`src/rtl/gps_baseband_bus_if_if.sv`:
```
// Wishbone classic bus bundle between the MCU and the GPS baseband register front-end.
// The master modport drives the requests; the slave modport returns the read data and ack.
interface gps_baseband_bus_if_if;
    logic [31:0] wb_adr_i;
    logic [31:0] wb_dat_i;
    logic [3:0]  wb_sel_i;
    logic        wb_cyc_i;
    logic        wb_stb_i;
    logic        wb_we_i;
    logic [31:0] wb_dat_o;
    logic        wb_ack_o;

    modport master (
        output wb_adr_i, wb_dat_i, wb_sel_i, wb_cyc_i, wb_stb_i, wb_we_i,
        input  wb_dat_o, wb_ack_o
    );

    modport slave (
        input  wb_adr_i, wb_dat_i, wb_sel_i, wb_cyc_i, wb_stb_i, wb_we_i,
        output wb_dat_o, wb_ack_o
    );
endinterface

```
`src/rtl/gps_baseband_bus_if.sv`:
```
// Wishbone register front-end for an N-channel GPS baseband: channel write broadcast,
// coherent correlator shadows, read-to-clear status/new-data and the accum_int interrupt.
// Optional scratch RAM at words 0xD0-0xD7 when BB_TEST_MEM_EN is defined.
module gps_baseband_bus_if #(
    parameter int NUM_CH = 4,
    parameter int ACC_W  = 16
) (
    input  logic                      clk,
    input  logic                      hw_rst,
    gps_baseband_bus_if_if.slave      wb,
    input  logic                      tic_enable,
    input  logic                      accum_enable,
    input  logic [NUM_CH-1:0]         ch_dump,
    input  logic [NUM_CH*6*ACC_W-1:0] ch_acc,
    output logic [NUM_CH-1:0]         ch_wr_stb,
    output logic [3:0]                ch_wr_reg,
    output logic [31:0]               ch_wr_data,
    output logic [23:0]               prog_tic,
    output logic [23:0]               prog_accum_int,
    output logic                      sw_rst,
    output logic                      accum_int
);

    logic [7:0]  word;
    logic [3:0]  ch_idx;
    logic [3:0]  reg_idx;
    logic        accept;
    logic        do_wr;
    logic        do_rd;
    logic [NUM_CH-1:0] ch_hit;
    logic        reg_wr_ok;
    logic        sw_rst_fire;
    logic        status_rd;
    logic        new_data_rd;
    logic [31:0] rd_data;
    logic        unused_bits;

    logic              wb_ack_q,   wb_ack_d;
    logic [31:0]       wb_dat_q,   wb_dat_d;
    logic [NUM_CH-1:0] ch_wr_stb_q, ch_wr_stb_d;
    logic [3:0]        ch_wr_reg_q, ch_wr_reg_d;
    logic [31:0]       ch_wr_data_q, ch_wr_data_d;
    logic [23:0]       prog_tic_q, prog_tic_d;
    logic [23:0]       prog_accum_q, prog_accum_d;
    logic              sw_rst_q,   sw_rst_d;
    logic              accum_int_q, accum_int_d;
    logic [2:0]        status_q,   status_d;
    logic [NUM_CH-1:0] new_data_q, new_data_d;
    logic [ACC_W-1:0]  shadow_q [NUM_CH][6];
    logic [ACC_W-1:0]  shadow_d [NUM_CH][6];

    assign word        = wb.wb_adr_i[9:2];
    assign ch_idx      = word[7:4];
    assign reg_idx     = word[3:0];
    assign accept      = wb.wb_cyc_i & wb.wb_stb_i & ~wb_ack_q;
    assign do_wr       = accept & wb.wb_we_i;
    assign do_rd       = accept & ~wb.wb_we_i;
    assign reg_wr_ok   = (reg_idx <= 4'd3) || (reg_idx == 4'hE);
    assign sw_rst_fire = do_wr && (word == 8'hF0) && wb.wb_dat_i[0];
    assign status_rd   = do_rd && (word == 8'hE0);
    assign new_data_rd = do_rd && (word == 8'hE1);
    assign unused_bits = ^{wb.wb_sel_i, wb.wb_adr_i[31:10], wb.wb_adr_i[1:0]};

    assign wb.wb_ack_o    = wb_ack_q;
    assign wb.wb_dat_o    = wb_dat_q;
    assign ch_wr_stb      = ch_wr_stb_q;
    assign ch_wr_reg      = ch_wr_reg_q;
    assign ch_wr_data     = ch_wr_data_q;
    assign prog_tic       = prog_tic_q;
    assign prog_accum_int = prog_accum_q;
    assign sw_rst         = sw_rst_q;
    assign accum_int      = accum_int_q;

    function automatic logic [31:0] sign_ext(input logic [ACC_W-1:0] v);
        return 32'($signed(v));
    endfunction

    // Channel decode: a one-hot hit only exists for channels that are actually built.
    always_comb begin
        ch_hit = '0;
        for (int i = 0; i < NUM_CH; i++) begin
            ch_hit[i] = (ch_idx == 4'(i));
        end
    end

`ifdef BB_TEST_MEM_EN
    logic [31:0] mem_q [8];
    logic        mem_wr;

    assign mem_wr = do_wr && (word[7:3] == 5'h1A);

    always_ff @(posedge clk) begin
        if (mem_wr) begin
            mem_q[word[2:0]] <= wb.wb_dat_i;
        end
    end
`endif

    // Read mux reflects state before this edge, so a coincident dump is seen on the next read.
    always_comb begin
        rd_data = '0;
        if (|ch_hit) begin
            for (int i = 0; i < NUM_CH; i++) begin
                for (int k = 0; k < 6; k++) begin
                    if (ch_hit[i] && (reg_idx == 4'(k + 4))) begin
                        rd_data = sign_ext(shadow_q[i][k]);
                    end
                end
            end
        end else begin
            case (word)
                8'hE0:   rd_data = {29'b0, status_q};
                8'hE1:   rd_data[NUM_CH-1:0] = new_data_q;
                8'hE2:   rd_data = {8'b0, prog_tic_q};
                8'hE3:   rd_data = {8'b0, prog_accum_q};
                default: rd_data = '0;
            endcase
`ifdef BB_TEST_MEM_EN
            if (word[7:3] == 5'h1A) begin
                rd_data = mem_q[word[2:0]];
            end
`endif
        end
    end

    always_comb begin
        wb_ack_d     = accept;
        wb_dat_d     = do_rd ? rd_data : '0;
        ch_wr_stb_d  = '0;
        ch_wr_reg_d  = '0;
        ch_wr_data_d = '0;
        if (do_wr && reg_wr_ok && (|ch_hit)) begin
            ch_wr_stb_d  = ch_hit;
            ch_wr_reg_d  = reg_idx;
            ch_wr_data_d = wb.wb_dat_i;
        end
        sw_rst_d     = sw_rst_fire;
        prog_tic_d   = (do_wr && (word == 8'hF1)) ? wb.wb_dat_i[23:0] : prog_tic_q;
        prog_accum_d = (do_wr && (word == 8'hF2)) ? wb.wb_dat_i[23:0] : prog_accum_q;
    end

    // Event state: a pulse on the clearing edge survives the read-to-clear.
    always_comb begin
        shadow_d = shadow_q;
        for (int i = 0; i < NUM_CH; i++) begin
            if (ch_dump[i]) begin
                for (int k = 0; k < 6; k++) begin
                    shadow_d[i][k] = ch_acc[(i*6+k)*ACC_W +: ACC_W];
                end
            end
        end
        new_data_d = new_data_rd ? ch_dump : (new_data_q | ch_dump);
        if (status_rd) begin
            status_d    = {1'b0, accum_enable, tic_enable};
            accum_int_d = accum_enable;
        end else begin
            status_d    = {status_q[2] | (accum_enable & accum_int_q),
                           status_q[1] | accum_enable,
                           status_q[0] | tic_enable};
            accum_int_d = accum_int_q | accum_enable;
        end
        if (sw_rst_fire) begin
            shadow_d    = '{default: '0};
            new_data_d  = '0;
            status_d    = '0;
            accum_int_d = 1'b0;
        end
    end

    always_ff @(posedge clk or posedge hw_rst) begin
        if (hw_rst) begin
            wb_ack_q     <= 1'b0;
            wb_dat_q     <= '0;
            ch_wr_stb_q  <= '0;
            ch_wr_reg_q  <= '0;
            ch_wr_data_q <= '0;
            prog_tic_q   <= '0;
            prog_accum_q <= '0;
            sw_rst_q     <= 1'b0;
            accum_int_q  <= 1'b0;
            status_q     <= '0;
            new_data_q   <= '0;
            shadow_q     <= '{default: '0};
        end else begin
            wb_ack_q     <= wb_ack_d;
            wb_dat_q     <= wb_dat_d;
            ch_wr_stb_q  <= ch_wr_stb_d;
            ch_wr_reg_q  <= ch_wr_reg_d;
            ch_wr_data_q <= ch_wr_data_d;
            prog_tic_q   <= prog_tic_d;
            prog_accum_q <= prog_accum_d;
            sw_rst_q     <= sw_rst_d;
            accum_int_q  <= accum_int_d;
            status_q     <= status_d;
            new_data_q   <= new_data_d;
            shadow_q     <= shadow_d;
        end
    end

endmodule

```
`src/flat_wrapper.sv`:
```
// flat-port wrapper written by rule: the top's interface ports become plain ports
module gps_baseband_bus_if_flat 
#(
    parameter int NUM_CH = 4,
    parameter int ACC_W  = 16
)
  (clk, hw_rst, tic_enable, accum_enable, ch_dump, ch_acc, ch_wr_stb, ch_wr_reg, ch_wr_data, prog_tic, prog_accum_int, sw_rst, accum_int, wb_wb_adr_i, wb_wb_dat_i, wb_wb_sel_i, wb_wb_cyc_i, wb_wb_stb_i, wb_wb_we_i, wb_wb_dat_o, wb_wb_ack_o);
  gps_baseband_bus_if_if wb_i ();
  input  logic clk;
  input  logic hw_rst;
  input  logic tic_enable;
  input  logic accum_enable;
  input  logic [NUM_CH-1:0] ch_dump;
  input  logic [NUM_CH*6*ACC_W-1:0] ch_acc;
  output logic [NUM_CH-1:0] ch_wr_stb;
  output logic [3:0] ch_wr_reg;
  output logic [31:0] ch_wr_data;
  output logic [23:0] prog_tic;
  output logic [23:0] prog_accum_int;
  output logic sw_rst;
  output logic accum_int;
  input wire logic [$bits(wb_i.wb_adr_i)-1:0] wb_wb_adr_i;
  input wire logic [$bits(wb_i.wb_dat_i)-1:0] wb_wb_dat_i;
  input wire logic [$bits(wb_i.wb_sel_i)-1:0] wb_wb_sel_i;
  input wire logic [$bits(wb_i.wb_cyc_i)-1:0] wb_wb_cyc_i;
  input wire logic [$bits(wb_i.wb_stb_i)-1:0] wb_wb_stb_i;
  input wire logic [$bits(wb_i.wb_we_i)-1:0] wb_wb_we_i;
  output wire logic [$bits(wb_i.wb_dat_o)-1:0] wb_wb_dat_o;
  output wire logic [$bits(wb_i.wb_ack_o)-1:0] wb_wb_ack_o;
  assign wb_i.wb_adr_i = wb_wb_adr_i;
  assign wb_i.wb_dat_i = wb_wb_dat_i;
  assign wb_i.wb_sel_i = wb_wb_sel_i;
  assign wb_i.wb_cyc_i = wb_wb_cyc_i;
  assign wb_i.wb_stb_i = wb_wb_stb_i;
  assign wb_i.wb_we_i = wb_wb_we_i;
  assign wb_wb_dat_o = wb_i.wb_dat_o;
  assign wb_wb_ack_o = wb_i.wb_ack_o;
  gps_baseband_bus_if #(.NUM_CH(NUM_CH), .ACC_W(ACC_W)) u_core (.clk(clk), .hw_rst(hw_rst), .wb(wb_i), .tic_enable(tic_enable), .accum_enable(accum_enable), .ch_dump(ch_dump), .ch_acc(ch_acc), .ch_wr_stb(ch_wr_stb), .ch_wr_reg(ch_wr_reg), .ch_wr_data(ch_wr_data), .prog_tic(prog_tic), .prog_accum_int(prog_accum_int), .sw_rst(sw_rst), .accum_int(accum_int));
endmodule
```
`config.mk`:
```
export PLATFORM = sky130hd
export DESIGN_NAME = gps_baseband_bus_if_flat
export DESIGN_NICKNAME = d
export VERILOG_FILES = /design/src/rtl/gps_baseband_bus_if_if.sv /design/src/rtl/gps_baseband_bus_if.sv /design/src/flat_wrapper.sv
export SDC_FILE = /design/constraint.sdc
export NUM_CORES = 1
export LEC_CHECK = 0
export BUFFER_PORTS_ARGS = -buffer_cell sky130_fd_sc_hd__buf_4
export CORE_ASPECT_RATIO = 0.7
export CORE_MARGIN = 5
export CORE_UTILIZATION = 45
export DETAILED_ROUTE_END_ITERATION = 16
export PLACE_DENSITY = 0.72
export SYNTH_ARGS = -nofsm -noshare
export SYNTH_HDL_FRONTEND = slang
export SYNTH_SLANG_ARGS = --single-unit
```
`constraint.sdc`:
```
create_clock -name clk -period 15.15 [get_ports clk]
set_input_delay 0.7575 -clock clk [delete_from_list [all_inputs] [get_ports clk]]
set_output_delay 0.7575 -clock clk [all_outputs]
set_load 0.03 [all_outputs]
```
==> flow_summary.yaml <==
clock_tree:
  cts_buffers: 51
  ctsLongestPathBuffers: 3
  clk_pin_slew_worst_paths_ns: 0.06
  cts_setup_buffers: 0
  cts-root-buf: "clkbuf_16"
  hold_buffers: 0
  cts_sinks: 507
  cts-resized-gates: 0
  clock_latency_ns: 0.61
  htreeDepth: 2
  cts_tree: "done"
synth:
  yosysTopAreaCellShare: 0.5325
  yosys-top-cells-area: "dfrtp_1, mux2i_1, nor2_1"
  syn-cell-area_mm2: 0.02382
  yosysSeqAreaShare: 0.5325
  synthArstFlopShare: 1.000
  synthCells: 2202
  synth_fp_nets: 2665
  ys_seq_elements: 507
  synth_edf_count: 0
  yosysWarnings: 0
  yosysUniqueCellTypes: 68
  synth_top_area_cell: "dfrtp_1"
  synth-main-ff-cell: "dfrtp_1"
  syn_area_per_cell_um2: 10.82
placement:
  hpwl_um: 71190
  gp_congestion: 0.9303
  pre_cts_ws_ns: 10.67
  port_buffers: 557
critical_path:
  r2r_cells: 7
  critPathRequiredTime_ns: 15.61
  worst-path-max-fanout: 46
  crit_arrival_ns: 4.26
  crit_path_start_kind: "input port"
  crit_type: "input port to flop"
  crit_path_end_kind: "flop"
sta:
  fin_setup_tns_ns: 0
  finClkSkew_ns: 0.04027
  min_period_ns: 3.799
  fmax_mhz: 263.2
  setup_viol: 0
  setup_ws_ns: 11.35
  drv_slew: 0
  worstMarginPinSlew_ns: 1.233
  slew_headroom: 0.1782
  fin_crit_sh: 0.2507
  rsz0062_at_grt: "no"
  hold_violations: 0
route:
  num_vias: 20322
  drcViolationCount: 0
  dr.pass1.iters: 6
  drt-initial-drc-count: 2191
  drt-vias-per-instance: 5.970
  routed_wl_um: 98850
  ant_nets: 0
  wire_per_inst_um: 29.04
global_route:
  grt_first_pass_wirelength_um: 142200
  first_global_vias: 20908
  grt_usage: 0.3309
  grt_max_degree: 236
  antenna_found_initial: 16
  grt_overflow_total: 0
cells_and_area:
  layout-drive-gt1-share: 0.2663
  nFillCells: 4427
  syn2layout_area_growth_pct: 27.06
  largest_register_ffs: 384
  top_register: "u_core.shadow_q"
  multi_input_area_mm2: 0.01038
  nets: 3139
  final_util: 0.5789
  seq_area_mm2: 0.01269
pwr:
  power_density_mw_per_mm2: 109.0
  ir_drop_mv: 0.08990
  leakage_uw: 0.01490
run:
  max_cap_violations: 0
die:
  die_w_um: 285.0
  die_h_um: 202.5
  io_pins: 586
  coreArea_mm2: 0.05229
  start_util: 0.4556
  rows: 70
  dieArea_mm2: 0.05772
worst_hold_path:
  hold_class: "input port to asynchronous set/reset pin"
run_status:
  status: "finished clean"
## cell type report
class / instances / area share
clock buffer: 78 / 0.05150
tap: 684 / 0.02827
sequential: 507 / 0.4191
multi-input combinational: 1507 / 0.3429
inverter: 4 / 0.0007440
timing repair buffer: 605 / 0.1514
clock inverter: 14 / 0.005704
antenna: 5 / 0.0004133
## metrics by stage
stage	cell area, µm²	power, µW	hold WS, ns	std cells
floorplan	23820	1765	0.4724	2202
global placement	28530	1971	0.4736	3307
detailed placement	28530	1987	0.5029	3307
CTS	30260	3300	0.2879	3399
global route	30270	3411	0.3169	3404
finish	30270	3299	0.2437	3404
## cell usage after synthesis, drive strengths merged, types with 3 or more instances
| master | count |
|---|---|
| a211oi | 15 |
| a21boi | 3 |
| a21o | 3 |
| a21oi | 70 |
| a221o | 4 |
| a221oi | 25 |
| a222oi | 3 |
| a22o | 10 |
| a22oi | 37 |
| a2bb2oi | 3 |
| a311oi | 5 |
| a31oi | 17 |
| a32oi | 11 |
| and2 | 39 |
| and3 | 3 |
| buf | 92 |
| clkbuf | 92 |
| dfrtp | 507 |
| inv | 4 |
| mux2 | 58 |
| mux2i | 423 |
| mux4 | 8 |
| nand2 | 70 |
| nand2b | 8 |
| nand3 | 19 |
| nand3b | 3 |
| nor2 | 457 |
| nor2b | 12 |
| nor3 | 26 |
| nor4 | 8 |
| nor4b | 4 |
| o211ai | 5 |
| o21ai | 77 |
| o221ai | 9 |
| o22ai | 33 |
| o31ai | 5 |
| o32ai | 4 |
| or3 | 4 |
| or4b | 3 |
## worst max-delay path: stages
cell,delay [ns]
buf_4,0.49
buf_4,0.50
buf_4,0.53
mux2i_1,0.38
o22ai_1,0.29
a21oi_1,0.27
o211ai_1,0.15
o31ai_1,0.65
a31oi_1,0.16
## placed cells by master (no fill, tap or decap), drive strengths merged, types with 4 or more instances in the layout
cell,Yosys,final
nand2b,8,8
o211ai,5,5
o21ai,77,77
or3,4,4
nor3,26,26
a32oi,11,11
dfrtp,507,507
nor2b,12,12
a31oi,17,17
buf,92,605
a21oi,70,70
o22ai,33,33
a221oi,25,25
a221o,4,4
o32ai,4,4
a22o,10,10
inv,4,6
a22oi,37,37
diode,0,5
mux2i,423,423
nor4,8,8
a311oi,5,5
nor2,457,457
a211oi,15,15
o31ai,5,5
o221ai,9,9
clkbuf,92,78
nor4b,4,4
nand2,70,70
clkinv,0,7
and2,39,39
mux4,8,8
nand3,19,19
mux2,58,58
## logic make-up after synthesis
kind of cell,count (synthesis),share of synthesized area
AND/OR/NAND/NOR,670,0.1219
flip-flops,507,0.5325
multiplexers,489,0.2127
AO/OA/AOI/OAI,348,0.09705
buffers and inverters,188,0.03582
## worst paths after layout
check                      slack (ns)                  from                     end
min in group clk                 0.36       wb_wb_dat_i[27]   u_core.ch_wr_data[27]
max in group asynchronous       12.38                hw_rst   u_core.ch_wr_data[11]
max                             11.35        wb_wb_adr_i[3]  u_core.wb.wb_dat_o[13]
max reg2reg                     11.38    u_core.wb.wb_ack_o    u_core.shadow_q[333]
min reg2reg                      0.51  u_core.shadow_q[156]    u_core.shadow_q[156]
min                              0.24                hw_rst    u_core.shadow_q[254]
## routing by layer
layer  vias to the layer above  routed length, µm  GRT usage
li1                       8744                  -          -
met1                     10262              40470     0.4521
met2                      1106              44010     0.4971
met3                       190              11150     0.1222
met4                        20               3110     0.1001
met5                         -                119          0
## where the power goes
part	leakage [µW]	internal, µW	switching, µW
Clock	0.000850	760	567
Combinational	0.00789	193	245
Sequential	0.00616	1460	74.1
No activity file was read; power rests on OpenSTA's default activity.
